[src/rtl/pcs_rx_sync.sv]
// pcs_rx_sync: receive code-group synchronization state machine with
// code-group forwarding, even/odd tracking and a saturating error count.
module pcs_rx_sync #(
    parameter logic [15:0] ERR_MAX = 16'hFFFF
) (
    input  logic        clk,
    input  logic        reset,
    input  logic        cg_valid,
    input  logic [7:0]  cg_data,
    input  logic        cg_control,
    input  logic        cg_invalid,
    input  logic        cg_comma,
    output logic        sync_ok,
    output logic        rx_valid,
    output logic [7:0]  rx_data,
    output logic        rx_control,
    output logic        rx_even,
    output logic [3:0]  state,
    output logic [15:0] err_count
);

    typedef enum logic [3:0] {
        LOSS_OF_SYNC    = 4'd0,
        COMMA_DETECT_1  = 4'd1,
        ACQUIRE_SYNC_1  = 4'd2,
        COMMA_DETECT_2  = 4'd3,
        ACQUIRE_SYNC_2  = 4'd4,
        COMMA_DETECT_3  = 4'd5,
        SYNC_ACQUIRED_1 = 4'd6,
        SYNC_ACQUIRED_2 = 4'd7,
        SYNC_ACQUIRED_3 = 4'd8,
        SYNC_ACQUIRED_4 = 4'd9
    } state_t;

    state_t     cur_q;
    state_t     nxt;
    state_t     sa_up;
    state_t     sa_down;
    logic [1:0] good_q;
    logic [1:0] good_d;
    logic       even_d;
    logic       comma;
    logic       cgbad;
    logic       data_cg;
    logic       in_sync;
    logic       nxt_sync;

    function automatic logic is_sync(input state_t s);
        return s inside {SYNC_ACQUIRED_1, SYNC_ACQUIRED_2,
                         SYNC_ACQUIRED_3, SYNC_ACQUIRED_4};
    endfunction

    // An invalid group never counts as a comma, even if flagged as one.
    assign comma    = cg_comma & ~cg_invalid;
    assign cgbad    = cg_invalid | (comma & rx_even);
    assign data_cg  = ~cg_control & ~cg_invalid;
    assign in_sync  = is_sync(cur_q);
    assign nxt_sync = is_sync(nxt);
    assign even_d   = (comma & ~in_sync) ? 1'b1 : ~rx_even;
    assign state    = cur_q;

    always_comb begin
        sa_up   = LOSS_OF_SYNC;
        sa_down = SYNC_ACQUIRED_1;
        unique case (cur_q)
            SYNC_ACQUIRED_2: begin
                sa_up   = SYNC_ACQUIRED_3;
                sa_down = SYNC_ACQUIRED_1;
            end
            SYNC_ACQUIRED_3: begin
                sa_up   = SYNC_ACQUIRED_4;
                sa_down = SYNC_ACQUIRED_2;
            end
            SYNC_ACQUIRED_4: begin
                sa_up   = LOSS_OF_SYNC;
                sa_down = SYNC_ACQUIRED_3;
            end
            default: begin
                sa_up   = LOSS_OF_SYNC;
                sa_down = SYNC_ACQUIRED_1;
            end
        endcase
    end

    always_comb begin
        nxt    = cur_q;
        good_d = good_q;
        unique case (cur_q)
            LOSS_OF_SYNC: begin
                if (comma) nxt = COMMA_DETECT_1;
            end
            COMMA_DETECT_1: begin
                nxt = data_cg ? ACQUIRE_SYNC_1 : LOSS_OF_SYNC;
            end
            COMMA_DETECT_2: begin
                nxt = data_cg ? ACQUIRE_SYNC_2 : LOSS_OF_SYNC;
            end
            COMMA_DETECT_3: begin
                nxt = data_cg ? SYNC_ACQUIRED_1 : LOSS_OF_SYNC;
            end
            ACQUIRE_SYNC_1: begin
                if (cgbad)
                    nxt = LOSS_OF_SYNC;
                else if (comma && !rx_even)
                    nxt = COMMA_DETECT_2;
            end
            ACQUIRE_SYNC_2: begin
                if (cgbad)
                    nxt = LOSS_OF_SYNC;
                else if (comma && !rx_even)
                    nxt = COMMA_DETECT_3;
            end
            SYNC_ACQUIRED_1: begin
                if (cgbad) begin
                    nxt    = SYNC_ACQUIRED_2;
                    good_d = 2'd0;
                end
            end
            SYNC_ACQUIRED_2,
            SYNC_ACQUIRED_3,
            SYNC_ACQUIRED_4: begin
                if (cgbad) begin
                    nxt    = sa_up;
                    good_d = 2'd0;
                end else if (good_q == 2'd3) begin
                    nxt    = sa_down;
                    good_d = 2'd0;
                end else begin
                    good_d = good_q + 2'd1;
                end
            end
            default: begin
                nxt = comma ? COMMA_DETECT_1 : LOSS_OF_SYNC;
            end
        endcase
    end

    always_ff @(posedge clk or negedge reset) begin
        if (!reset) begin
            cur_q   <= LOSS_OF_SYNC;
            good_q  <= 2'd0;
            rx_even <= 1'b0;
            sync_ok <= 1'b0;
        end else if (cg_valid) begin
            cur_q   <= nxt;
            good_q  <= good_d;
            rx_even <= even_d;
            sync_ok <= nxt_sync;
        end
    end

    always_ff @(posedge clk or negedge reset) begin
        if (!reset) begin
            rx_valid   <= 1'b0;
            rx_data    <= 8'h00;
            rx_control <= 1'b0;
        end else begin
            rx_valid <= cg_valid & nxt_sync & ~cg_invalid;
            if (cg_valid) begin
                rx_data    <= cg_data;
                rx_control <= cg_control;
            end
        end
    end

    always_ff @(posedge clk or negedge reset) begin
        if (!reset) begin
            err_count <= 16'd0;
        end else if (cg_valid && cgbad && in_sync) begin
            if (err_count < ERR_MAX)
                err_count <= err_count + 16'd1;
        end
    end

endmodule

[config.mk]
export PLATFORM = sky130hd
export DESIGN_NAME = pcs_rx_sync
export DESIGN_NICKNAME = d
export VERILOG_FILES = /design/src/rtl/pcs_rx_sync.sv
export SDC_FILE = /design/constraint.sdc
export NUM_CORES = 1
export LEC_CHECK = 0
export ABC_AREA = 1
export ABC_CLOCK_PERIOD_IN_PS = 2000
export CAP_MARGIN = 0
export CORE_AREA = 5 5 75 105
export CTS_BUF_LIST = sky130_fd_sc_hd__clkbuf_2 sky130_fd_sc_hd__clkbuf_4 sky130_fd_sc_hd__clkbuf_8
export DETAILED_ROUTE_END_ITERATION = 8
export DIE_AREA = 0 0 80 110
export PLACE_DENSITY_LB_ADDON = 0.12
export SLEW_MARGIN = 10
export SYNTH_ARGS = -nofsm -noshare
export SYNTH_HDL_FRONTEND = slang
export SYNTH_SLANG_ARGS = --single-unit
export TNS_END_PERCENT = 10
[constraint.sdc]
create_clock -name clk -period 2 [get_ports clk]
set_input_delay 0.2 -clock clk [delete_from_list [all_inputs] [get_ports clk]]
set_output_delay 0.2 -clock clk [all_outputs]
set_load 0.05 [all_outputs]
Yosys cells after proc, flatten, opt, wreduce, memory -nomap -nowiden
Index checks and enable logic that the tools add are counted.
{ "word_totals": {"ff_bits": 34, "out_inout_bits": 32, "elab_cells": 68} }
{ "classes": {"mux": 20, "n_reduce_logical": 11, "bitwise": 11, "add_sub_neg": 2, "order_cmp": 1, "n_eq_ne": 15} }
{ "ops": {"columns": ["cell", "count"], "rows": [
  ["$mux 4", 8],
  ["$pmux 4 s8", 1],
  ["$eq 4x3->1 const B", 6],
  ["$add 16x1->16 const B", 1],
  ["$eq 4x4->1 const B", 4],
  ["$lt 16x16->1 const B", 1],
  ["$pmux 4 s2", 2],
  ["$eq 4x2->1 const B", 2],
  ["$mux 2", 4],
  ["$reduce_bool 4->1", 2],
  ["$and 1x1->1", 6],
  ["$mux 3", 2],
  ["$eq 4x1->1 const B", 1],
  ["$logic_not 4->1", 1],
  ["$not 1->1", 4],
  ["$pmux 2 s2", 1],
  ["$logic_and 1x1->1", 3],
  ["$reduce_and 3->1", 1],
  ["$reduce_or 3->1", 1],
  ["$add 2x1->2 const B", 1],
  ["$eq 2x2->1 const B", 1],
  ["$mux 1", 2],
  ["$ne 2x2->1 const B", 1],
  ["$reduce_and 2->1", 1],
  ["other kinds (3)", 3]
]} }

Logic depth before layout (Yosys ltp)
{ "depth": {"ltp_word": 10, "mapped_depth": 12, "depth_no_buf": 12} }

Worst setup path after synthesis
No wires, ideal clock.
{ "synth_timing": {"kind": "register to register", "start": "register err_count[0]", "end": "register err_count[0]", "stages_incl_launch_ff": 11, "setup_time_ns": 0.066, "synth_period_minus_slack_ns": 2.054, "arrival_ns": 1.988, "required_time_ns": 1.934, "setup_slack_ns": -0.054, "path_cell_list": "dfrtp_1 > ha_1 > nand2_1 > nor3_4 > nand4_2 > clkinv_2 > nand2_2 > nand3_4 > buf_4 > nand2_1 > nand2_1"} }
{ "synth_between": {"elab_chain_len": 2, "elab_cells_between_ends": 3} }
{ "synth_rtl": {"columns": ["element", "line", "rtl"], "rows": [
  ["start: declaration", "19", "output logic [15:0] err_count"],
  ["start signal: assignment", "171", "err_count <= err_count + 16'd1;"],
  ["$lt 16x16->1", "170", "if (err_count < ERR_MAX)"],
  ["$reduce_and 2->1 (no line)", null, null]
]} }
Parallel ways exist; a longest one is shown, timed or not.
A chain may end at the register's enable or synchronous reset.

Final worst setup path
{ "layout_timing": {"start": "register cur_q[3], in the netlist state[3]", "end": "output state[3]"} }
{ "layout_lines": {"columns": ["element", "line", "rtl"], "rows": [
  ["start: declaration", "35", "state_t cur_q;"],
  ["start signal: assignment", "145", "cur_q <= nxt;"],
  ["end: declaration", "18", "output logic [3:0] state,"]
]} }
No word-level cell between the ends.

==> results.cfg <==
[synthesis]
synth_mux_area_frac = 0
synth_common_cells = nand2_1, dfrtp_1, nor2_1
yosysSeqAreaShare = 0.4258
yosys_warnings = 0
async_flop_share = 1.000
synth_top_area_frac = 0.4258
yosys.area_share.adder = 0.01252
synth_edf_count = 0
ys_types = 33
syn_inst = 261
synth_flop_cell = dfrtp_1
synth_top_family_by_area = simple AND/OR/NAND/NOR gates
synth_nets = 277
synthTopCellsByArea = dfrtp_1, nand2_1, xor2_1
post-synth-top-count-cell = nand2_1
avgSynthCellArea_um2 = 7.656
synthXorXnorAreaFrac = 0.06137
syn_area_mm2 = 0.001998
ys_ff_latch = 34
yosys.area_share.simple = 0.4051
synth_top_area_cell = dfrtp_1
synth_compound_area_frac = 0.04446

[floorplan]
dieArea_mm2 = 0.008800
die_x_um = 80
start_util = 0.2918
die_y_um = 110
rows = 36
io-pin-count = 46
core-area_mm2 = 0.006847

[grt]
grt_start_max_net_pins = 18
grt_pass1_vias = 1711
grt_overflow = 0
antenna_found_initial = 0
grt_pass1_wl_um = 8066
top_usage_layer = met2
track_usage = 0.1188
use_met3 = 0.03089
grt_util_met1 = 0.1377
met2_usage = 0.2109

[power]
p_leak_nw = 1.315
total_power_w = 0.001848
seq_power_share = 0.408
p_int_w = 0.001327
vdd_drop_max_mv = 0.3680
clkPwrFrac = 0.423
power_density_mw_per_mm2 = 675.9
power_frac_comb = 0.169
p_sw_w = 0.0005210
swShare = 0.2819

[setup_path]
crit_path_top_delay_cell = clkdlybuf4s50_1
startpoint_type = flop
slowest_delay_ns = 0.86
crit_type = flop to primary output
r2r_start = err_count[0]$_DFFE_PN0P_
path_cells = clkdlybuf4s50_1
path_depth = 1
critPathMaxFanout = 6
arrival_ns = 1.63
critPathBufInv = 1
regToRegSetupSlack_ns = 0.25
cp_top_family = buffers and inverters
reg2regPathDepth = 9
end_kind = primary output
required_ns = 1.80
r2r_end = err_count[8]$_DFFE_PN0P_

[route]
drtIter0Drc = 60
wl_per_cell_um = 11.72
drc = 0
num_vias = 1750
drt_wl_total_um = 4805
drtPass1Iterations = 4
via_per_inst = 4.268
final_antenna_net_count = 0

[place]
gp_congestion = 0.8154
place_ws_ns = 0.09913
io_buffer_count = 45
hpwlAfterDp_um = 3670

[timing]
clock_skew_ns = 0.008287
rsz0062_at_grt = no
finalSetupViolations = 0
fmaxAchievable_mhz = 545.2
tightestPinTransition_ns = 0.5275
relSlewSlack = 0.6472
fin_crit_sh = 0.9171
slew_viol_final = 0
hold_viol = 0
period_needed_ns = 1.834
worst_slack_ns = 0.1658
fin_tns_setup_ns = 0

[clock_tree]
htreeDepth = 2
cts_resized = 0
clk_pin_slew_ns = 0.08
cts_buffer_depth = 2
clock-sinks = 34
cts-root-buf = clkbuf_8
cts_tree = built
cts_buffers = 5
clk_latency_ns = 0.29

[flow_run]
drv_cap = 0

[run_status]
status = completed

[final_layout]
diodes = 0
drive_above_1_share = 0.1460
area_growth_pct = 36.82
fin_nets = 330

[worst_hold_path]
hold_class = input pin to asynchronous set/reset pin
-- what timing repair did --
action	4_1_cts	5_1_grt
endpoints found under the hold margin	8	0
setup buffers	0	1
hold buffers	1	0
endpoints found under the setup margin	0	10
-- power by group through the flow --
| stage | Combinational [W] | Clock (W) | Sequential (W) |
|---|---|---|---|
| after floorplan | 0.0000800 | 0 | 0.000868 |
| after global placement | 0.000316 | 0 | 0.000768 |
| after detailed placement | 0.000316 | 0 | 0.000768 |
| after CTS | 0.000318 | 0.000805 | 0.000755 |
| after global routing | 0.000342 | 0.000831 | 0.000761 |
| final | 0.000313 | 0.000781 | 0.000754 |
-- cells by family (layout without fill, tap and decap cells) --
| group | Yosys count | after routing |
|---|---|---|
| AOI/OAI and AO/OA | 15 | 15 |
| xor gates and xnor gates | 14 | 14 |
| adders and majority gates | 2 | 2 |
| buffers and inverters | 23 | 77 |
| DFF | 34 | 34 |
| and+or+nand+nor | 173 | 173 |
-- flip-flops by register name, indices dropped and copies added, names as in the netlist --
name / flops
good_q: 2
rx_even: 1
rx_valid: 1
rx_data: 8
sync_ok: 1
err_count: 16
state: 4
rx_control: 1
-- worst max-delay path by stage --
stage                                  start                   endpoint  slack (ns)
finish                  state[3]$_DFFE_PN0P_                   state[3]        0.17
global route        err_count[0]$_DFFE_PN0P_   err_count[9]$_DFFE_PN0P_        0.05
CTS                 err_count[0]$_DFFE_PN0P_  err_count[13]$_DFFE_PN0P_         0.1
detailed placement                cg_invalid  err_count[13]$_DFFE_PN0P_         0.1
global placement                  cg_invalid  err_count[11]$_DFFE_PN0P_        0.12
floorplan           err_count[4]$_DFFE_PN0P_   err_count[2]$_DFFE_PN0P_        0.09
-- metal layers --
metal / part of all wire / vias to the layer above
li1: - / 918
met5: 0 / -
met1: 0.43 / 791
met2: 0.52 / 35
met3: 0.043 / 6
met4: 0.014 / 0
-- cell type report --
| cell class | count | area (µm²) |
|---|---|---|
| fill | 767 | 4113 |
| tap | 95 | 118.9 |
| clock inverter | 3 | 68.82 |
| inverter | 17 | 65.06 |
| sequential | 34 | 853.3 |
| clock buffer | 5 | 68.82 |
| multi-input combinational | 204 | 1046 |
| timing repair buffer | 52 | 513.0 |
-- cells in the final DEF, fill, tap and decap left out, drive strengths merged --
| cell type | count |
|---|---|
| a21oi | 5 |
| a22oi | 1 |
| buf | 7 |
| bufinv | 2 |
| clkbuf | 5 |
| clkdlybuf4s50 | 44 |
| clkinv | 2 |
| dfrtp | 34 |
| dlygate4sd3 | 1 |
| ha | 2 |
| inv | 16 |
| nand2 | 127 |
| nand3 | 14 |
| nand4 | 2 |
| nor2 | 22 |
| nor3 | 6 |
| nor3b | 1 |
| o21ai | 9 |
| or2 | 1 |
| xnor2 | 4 |
| xor2 | 10 |
-- metrics by stage --
| stage | std cells | utilization | hold WS (ns) | area [µm²] |
|---|---|---|---|---|
| floorplan | 261 | - | -0.09559 | 2001 |
| global placement | 400 | 0.3748 | 0.09004 | 2566 |
| detailed placement | 400 | 0.3748 | 0.08330 | 2566 |
| CTS | 409 | 0.3964 | 0.3038 | 2714 |
| global route | 410 | 0.3993 | 0.3117 | 2734 |
| finish | 410 | 0.3993 | 0.2984 | 2734 |
Note: power is estimated with default switching activity, not from simulation.
